## src/rtl/fpu_f32_div_seq.sv

```systemverilog
// Multi-cycle IEEE-754 single-precision divider: radix-2 restoring mantissa
// iteration, round-to-nearest-even, flush-to-zero on both inputs and outputs.
module fpu_f32_div_seq #(
    parameter int STEPS_PER_CYCLE = 1,
    parameter int TAG_W           = 4
) (
    input  logic             MCLK,
    input  logic             RST,
    input  logic             IN_VALID,
    output logic             IN_READY,
    input  logic [31:0]      A,
    input  logic [31:0]      B,
    input  logic [TAG_W-1:0] IN_TAG,
    output logic             OUT_VALID,
    input  logic             OUT_READY,
    output logic [31:0]      O,
    output logic [4:0]       FLAGS,
    output logic [TAG_W-1:0] OUT_TAG,
    output logic             BUSY
);
    localparam int N = 27 / STEPS_PER_CYCLE;

    generate
        if (STEPS_PER_CYCLE != 1 && STEPS_PER_CYCLE != 3 &&
            STEPS_PER_CYCLE != 9 && STEPS_PER_CYCLE != 27) begin : g_bad_steps
            $error("fpu_f32_div_seq: STEPS_PER_CYCLE must be 1, 3, 9 or 27");
        end
    endgenerate

    typedef enum logic [1:0] {S_IDLE, S_ITER, S_ROUND, S_DONE} state_t;

    state_t            state_q, state_d;
    logic              sign_q, sign_d;
    logic signed [9:0] exp_q, exp_d;
    logic [23:0]       div_q, div_d;
    logic [24:0]       rem_q, rem_d;
    logic [26:0]       quo_q, quo_d;
    logic [4:0]        cnt_q, cnt_d;
    logic [TAG_W-1:0]  tag_q, tag_d;
    logic [31:0]       o_q, o_d;
    logic [4:0]        flags_q, flags_d;
    logic [TAG_W-1:0]  out_tag_q, out_tag_d;
    logic              in_ready_q, out_valid_q, busy_q;

    // Operand classification; exponent 0 covers denormals (flushed to zero).
    logic [7:0]        ea, eb;
    logic              a_zero, b_zero, a_inf, b_inf, a_nan, b_nan, special;
    logic              sign_in;
    logic signed [9:0] exp_in;
    logic [31:0]       spec_o;
    logic [4:0]        spec_flags;

    assign ea      = A[30:23];
    assign eb      = B[30:23];
    assign a_zero  = (ea == 8'd0);
    assign b_zero  = (eb == 8'd0);
    assign a_inf   = (ea == 8'hFF) && (A[22:0] == 23'd0);
    assign b_inf   = (eb == 8'hFF) && (B[22:0] == 23'd0);
    assign a_nan   = (ea == 8'hFF) && (A[22:0] != 23'd0);
    assign b_nan   = (eb == 8'hFF) && (B[22:0] != 23'd0);
    assign special = a_zero | b_zero | a_inf | b_inf | a_nan | b_nan;
    assign sign_in = A[31] ^ B[31];
    assign exp_in  = $signed({2'b00, ea}) - $signed({2'b00, eb}) + 10'sd127;

    always_comb begin
        spec_o     = {sign_in, 31'd0};
        spec_flags = 5'b00000;
        if (a_nan || b_nan) begin
            spec_o = 32'h7FC00000;
        end else if ((a_zero && b_zero) || (a_inf && b_inf)) begin
            spec_o     = 32'h7FC00000;
            spec_flags = 5'b10000;
        end else if (a_inf) begin
            spec_o = {sign_in, 8'hFF, 23'd0};
        end else if (b_zero) begin
            spec_o     = {sign_in, 8'hFF, 23'd0};
            spec_flags = 5'b01000;
        end
    end

    // Restoring step chain: STEPS_PER_CYCLE quotient bits per clock.
    logic [24:0] rem_chain [0:STEPS_PER_CYCLE];
    logic [26:0] quo_chain [0:STEPS_PER_CYCLE];
    assign rem_chain[0] = rem_q;
    assign quo_chain[0] = quo_q;

    genvar gi;
    generate
        for (gi = 0; gi < STEPS_PER_CYCLE; gi++) begin : g_step
            logic [25:0] diff;
            logic [24:0] rem_sel;
            assign diff    = {1'b0, rem_chain[gi]} - {2'b00, div_q};
            assign rem_sel = diff[25] ? rem_chain[gi] : diff[24:0];
            assign rem_chain[gi+1] = rem_sel << 1;
            assign quo_chain[gi+1] = (quo_chain[gi] << 1) | {26'd0, ~diff[25]};
        end
    endgenerate

    // Normalise, then round to nearest even on {mant, guard, sticky}.
    logic [26:0]       quo_norm;
    logic signed [9:0] exp_norm, exp_fin;
    logic [23:0]       mant;
    logic              guard, sticky, round_up;
    logic [24:0]       mant_rnd;
    logic [22:0]       frac_fin;

    assign quo_norm = quo_q[26] ? quo_q : (quo_q << 1);
    assign exp_norm = quo_q[26] ? exp_q : exp_q - 10'sd1;
    assign mant     = quo_norm[26:3];
    assign guard    = quo_norm[2];
    assign sticky   = (|quo_norm[1:0]) | (|rem_q);
    assign round_up = guard & (sticky | mant[0]);
    assign mant_rnd = {1'b0, mant} + {24'd0, round_up};
    assign exp_fin  = mant_rnd[24] ? exp_norm + 10'sd1 : exp_norm;
    assign frac_fin = mant_rnd[24] ? mant_rnd[23:1] : mant_rnd[22:0];

    always_comb begin
        state_d   = state_q;
        sign_d    = sign_q;
        exp_d     = exp_q;
        div_d     = div_q;
        rem_d     = rem_q;
        quo_d     = quo_q;
        cnt_d     = cnt_q;
        tag_d     = tag_q;
        o_d       = o_q;
        flags_d   = flags_q;
        out_tag_d = out_tag_q;
        unique case (state_q)
            S_IDLE: begin
                if (IN_VALID) begin
                    sign_d = sign_in;
                    exp_d  = exp_in;
                    div_d  = {1'b1, B[22:0]};
                    rem_d  = {2'b01, A[22:0]};
                    quo_d  = 27'd0;
                    cnt_d  = 5'd0;
                    tag_d  = IN_TAG;
                    if (special) begin
                        state_d   = S_DONE;
                        o_d       = spec_o;
                        flags_d   = spec_flags;
                        out_tag_d = IN_TAG;
                    end else begin
                        state_d = S_ITER;
                    end
                end
            end
            S_ITER: begin
                rem_d = rem_chain[STEPS_PER_CYCLE];
                quo_d = quo_chain[STEPS_PER_CYCLE];
                cnt_d = cnt_q + 5'd1;
                if (cnt_q == 5'(N - 1)) state_d = S_ROUND;
            end
            S_ROUND: begin
                state_d   = S_DONE;
                out_tag_d = tag_q;
                if (exp_fin >= 10'sd255) begin
                    o_d     = {sign_q, 8'hFF, 23'd0};
                    flags_d = 5'b00101;
                end else if (exp_fin <= 10'sd0) begin
                    o_d     = {sign_q, 31'd0};
                    flags_d = 5'b00011;
                end else begin
                    o_d     = {sign_q, exp_fin[7:0], frac_fin};
                    flags_d = {4'b0000, guard | sticky};
                end
            end
            S_DONE: begin
                if (OUT_READY) state_d = S_IDLE;
            end
            default: state_d = S_IDLE;
        endcase
    end

    always_ff @(posedge MCLK or posedge RST) begin
        if (RST) begin
            state_q     <= S_IDLE;
            sign_q      <= 1'b0;
            exp_q       <= 10'sd0;
            div_q       <= 24'd0;
            rem_q       <= 25'd0;
            quo_q       <= 27'd0;
            cnt_q       <= 5'd0;
            tag_q       <= '0;
            o_q         <= 32'd0;
            flags_q     <= 5'd0;
            out_tag_q   <= '0;
            in_ready_q  <= 1'b1;
            out_valid_q <= 1'b0;
            busy_q      <= 1'b0;
        end else begin
            state_q     <= state_d;
            sign_q      <= sign_d;
            exp_q       <= exp_d;
            div_q       <= div_d;
            rem_q       <= rem_d;
            quo_q       <= quo_d;
            cnt_q       <= cnt_d;
            tag_q       <= tag_d;
            o_q         <= o_d;
            flags_q     <= flags_d;
            out_tag_q   <= out_tag_d;
            in_ready_q  <= (state_d == S_IDLE);
            out_valid_q <= (state_d == S_DONE);
            busy_q      <= (state_d != S_IDLE);
        end
    end

    assign IN_READY  = in_ready_q;
    assign OUT_VALID = out_valid_q;
    assign O         = o_q;
    assign FLAGS     = flags_q;
    assign OUT_TAG   = out_tag_q;
    assign BUSY      = busy_q;
endmodule

```

## config.mk

```make
export PLATFORM = sky130hd
export DESIGN_NAME = fpu_f32_div_seq
export DESIGN_NICKNAME = d
export VERILOG_FILES = /design/src/rtl/fpu_f32_div_seq.sv
export SDC_FILE = /design/constraint.sdc
export NUM_CORES = 1
export LEC_CHECK = 0
export ABC_AREA = 0
export CAP_MARGIN = 20
export CORE_ASPECT_RATIO = 0.6
export CORE_MARGIN = 10
export CORE_UTILIZATION = 48
export CTS_CLUSTER_SIZE = 10
export DETAILED_ROUTE_END_ITERATION = 16
export PLACE_DENSITY = 0.7
export SYNTH_ARGS = -nofsm -noshare
export SYNTH_HDL_FRONTEND = slang
export SYNTH_SLANG_ARGS = --single-unit
```

## constraint.sdc

```tcl
create_clock -name MCLK -period 6.2 [get_ports MCLK]
set_input_delay 0.93 -clock MCLK [delete_from_list [all_inputs] [get_ports MCLK]]
set_output_delay 0.93 -clock MCLK [all_outputs]
set_load 0.005 [all_outputs]
```

==> results summary <==
The run finished with clean final reports. Headroom to the max-slew limit came out at 23.12%. The number of diodes added for antenna fixing came out at 0.

Once detailed placement completed, the half-perimeter wirelength came to 20980 um. The number of antenna violations at the first check in global routing is 0. The post-placement cell count is 1422. The overall power consumption is 6588 uW. The number of synthesized flops with an enable pin is 0. The static leakage came out at 0.004869 uW.

The final critical-path share of the clock period came out at 76.54%. Power spread over the standard cell area amounts to 574.8 mW/mm2. The category of the most critical setup path is flip-flop to flip-flop. Entering global routing, the biggest net connects 100 pins.

The core footprint is 0.01932 mm2. The final antenna-violating net count came out at 0. The number of nets in the finished design is 1287.

Setup repair after global routing left no endpoint under its margin. The post-synthesis sequential area ratio came out at 37.13%. Counting flops with an async set or reset pin after synthesis yields a share of 100.0%. The number of buffers inserted by hold repair at cts is 0. Fill cells in the final layout number 1749. The net count after synthesis is 1211. The final count of pins violating max slew came out at 0. Yosys printed 0 warnings.

The congestion estimate from routability-driven global placement came to 0.8943. The count of boundary I/O pins came out at 116. The width of the die came out at 202.3 um. The DRC violation total after the first TritonRoute iteration is 931.

The wire length after detailed routing is 28360 um. STA classifies the critical path endpoint as a flip-flop. The number of distinct library cells after synthesis came out at 86. The total of flip-flops plus latches after synthesis came out at 142. Across the VDD grid, the largest voltage drop is 0.2855 mV. The synthesized design spends more area on one cell type than any other, namely sky130_fd_sc_hd__dfrtp_1. The final instance count without filler cells came out at 1454. In this run the worst hold path is classified as flip-flop to flip-flop.

The routed wirelength normalized by instance count is 19.50 um. Setup total negative slack on the finished layout was measured at 0 ns. The overall track demand over capacity in global routing is 21.53%. The die height came out at 129.4 um. CTS built an H-tree with a depth of 4.

At the worst endpoint, the required time is 6.56 ns. The tree is rooted in a sky130_fd_sc_hd__clkbuf_16. The top-area cell type share of the netlist area came out at 36.85%.

At the worst endpoint, the arrival time is 5.11 ns. The most common cell in the synthesized netlist is sky130_fd_sc_hd__nand2_1. The post-CTS repair timing setup buffer count came out at 0. The transition time at the pin with the least slew margin is 1.137 ns. The total vias in the final route came out at 8710. The final-report hold violation count is 0. The final setup violation count came out at 0. The clock-pin slew reported for the worst setup and hold paths after clock tree synthesis is 0.06 ns. The initial core utilization is 49.55%.

Clock latency on the worst-skew pair, taken at its later pin, is 0.44 ns. The netlist area before placement is 0.009574 mm2. The quantity of gates resized following cts came out at 0. The via count of the first global-routing pass came out at 8296. The number of I/O port buffers is 115.

Ranked by total cell area, the synthesized netlist is headed by sky130_fd_sc_hd__dfrtp_1 37%, sky130_fd_sc_hd__nand2_1 5.7%, sky130_fd_sc_hd__ha_1 5.0%, sky130_fd_sc_hd__o21ai_0 3.8%, sky130_fd_sc_hd__mux2i_1 3.5%. The post-route netlist has 6.313% of its cells at a drive strength greater than 1. The first detailed-routing pass ran for 5 iterations.

The average cell area after synthesis came out at 8.712 um2. Sorting the synthesized cells by how often they occur yields 145 x sky130_fd_sc_hd__nand2_1, 141 x sky130_fd_sc_hd__dfrtp_1, 72 x sky130_fd_sc_hd__o21ai_0, 69 x sky130_fd_sc_hd__nor2_1, 65 x sky130_fd_sc_hd__a21oi_1. The tool flagged a number of max-cap violations equal to 0. The clock sink total is 142. The cell count after synthesis is 1099. The die covers 0.02618 mm2.

Among all flip-flop cells after synthesis, the most frequent one is sky130_fd_sc_hd__dfrtp_1. TritonCTS built the clock tree. The global-route wire length before repair came out at 45700 um. The layout overhead on the synthesized area came out at 19.72%.

Clock skew on the completed layout was measured at 0.01074 ns. The number of CTS-inserted buffers is 17. The largest buffer count on any clock path is 2.

The post-route worst hold slack is 0.4474 ns. The largest fanout on the critical path is 30. Using the TritonRoute via totals, the vias-per-cell ratio works out to 5.990. The number of standard-cell rows in the floorplan is 39.

After global routing the overflow that remains totals 0. The worst setup path is launched from a flip-flop. The worst path in the final design needs a cycle of 4.746 ns, including I/O delays and setup. Timing would allow up to 0.2107 GHz. The DRC violation count after routing is 0.
-- metrics by stage --
stage | cell area, um2 | setup WS (ns) | util (%)
after floorplan | 9574 | 1.462 | -
after global placement | 10850 | 1.657 | 56.16
after detailed placement | 10850 | 1.552 | 56.16
final | 11460 | 1.454 | 59.32
after CTS | 11460 | 1.475 | 59.32
after global routing | 11460 | 1.099 | 59.32
-- kinds of logic (layout without fill, tap and decap cells) --
kind of cell	count (synthesis)	after routing	synth area share, %
simple gates	397	397	21.31
compound gates	299	299	21.25
flops	142	142	37.13
buf+inv	126	215	5.463
xor+xnor	56	56	5.280
fa+ha+maj	40	40	5.384
mux	39	39	4.182
-- critical path: stages, from the launching register on --
cell,delay (ns)
sky130_fd_sc_hd__dfrtp_2,0.60
sky130_fd_sc_hd__nand2b_1,0.25
sky130_fd_sc_hd__a21boi_0,0.18
sky130_fd_sc_hd__ha_1,0.20
sky130_fd_sc_hd__nand2_1,0.11
sky130_fd_sc_hd__a2111oi_4,0.53
sky130_fd_sc_hd__nand4_2,0.48
sky130_fd_sc_hd__nor4_1,0.47
sky130_fd_sc_hd__mux2i_1,0.32
sky130_fd_sc_hd__xnor2_2,0.12
sky130_fd_sc_hd__a41o_1,0.29
sky130_fd_sc_hd__nor3b_4,0.77
sky130_fd_sc_hd__a32o_1,0.33
-- state kept, by name, summed over array words and instances (netlist names), 2 cells and up --
register  cells
tag_q         4
OUT_TAG       4
exp_q        10
div_q        24
cnt_q         5
quo_q        27
rem_q        25
FLAGS         5
O            32
state_q       2
-- cell usage in the layout, fill, tap and decap left out, drive strengths merged, types with 7 or more instances in the layout --
cell / n
nand2: 146
dfrtp: 141
clkdlybuf4s50: 115
o21ai: 74
nor2: 70
a21oi: 65
inv: 60
ha: 38
xnor2: 38
mux2i: 34
nand3: 29
a22o: 29
nor4: 26
nor3: 23
nand4: 22
clkbuf: 20
xor2: 18
nor2b: 17
and3: 15
nand2b: 14
a32o: 14
o22ai: 12
a211oi: 11
o211ai: 11
a21o: 11
o21a: 10
buf: 10
a31oi: 8
o31ai: 7
-- per-layer routing --
metal  GRT usage (%)  vias up  wire length [um]
met5               0        -                 0
met1           32.15     4199             14120
met3           5.500       27              2402
met4           4.323        0               271
met2           30.51      342             11560
li1                -     4142                 -
-- path summary, 6_finish.rpt --
kind / cells past startpoint / slack, ns / to / startpoint
setup reg to reg: 12 / 1.45 / O[11] / quo_q[26]
hold / removal: 2 / 0.45 / div_q[23] / div_q[23]
hold reg to reg: 2 / 0.45 / div_q[23] / div_q[23]
min in group asynchronous: 2 / 1.08 / div_q[2] / RST
setup / recovery: 12 / 1.45 / O[11] / quo_q[26]
max in group asynchronous: 3 / 4.03 / O[23] / RST
-- area by class of cell --
| class | instances | area [um2] | share of cell area (%) |
|---|---|---|---|
| multi-input cells | 831 | 5515 | 48.12 |
| flip-flops and latches | 142 | 3556 | 31.02 |
| well taps | 266 | 332.8 | 2.904 |
| clock buffers | 20 | 446.7 | 3.897 |
| repair buffers | 125 | 1226 | 10.70 |
| inverters | 58 | 222.7 | 1.943 |
| clock inverters | 12 | 162.7 | 1.419 |
-- where the power goes --
part	leakage (uW)	internal, uW	total (uW)	switching (uW)
logic	0.00281	1630	3690	2050
clock network	0.000279	647	1080	430
registers	0.00178	1350	1820	477
total	0.00487	3630	6590	2960
Power figures use the tool's default switching activity.
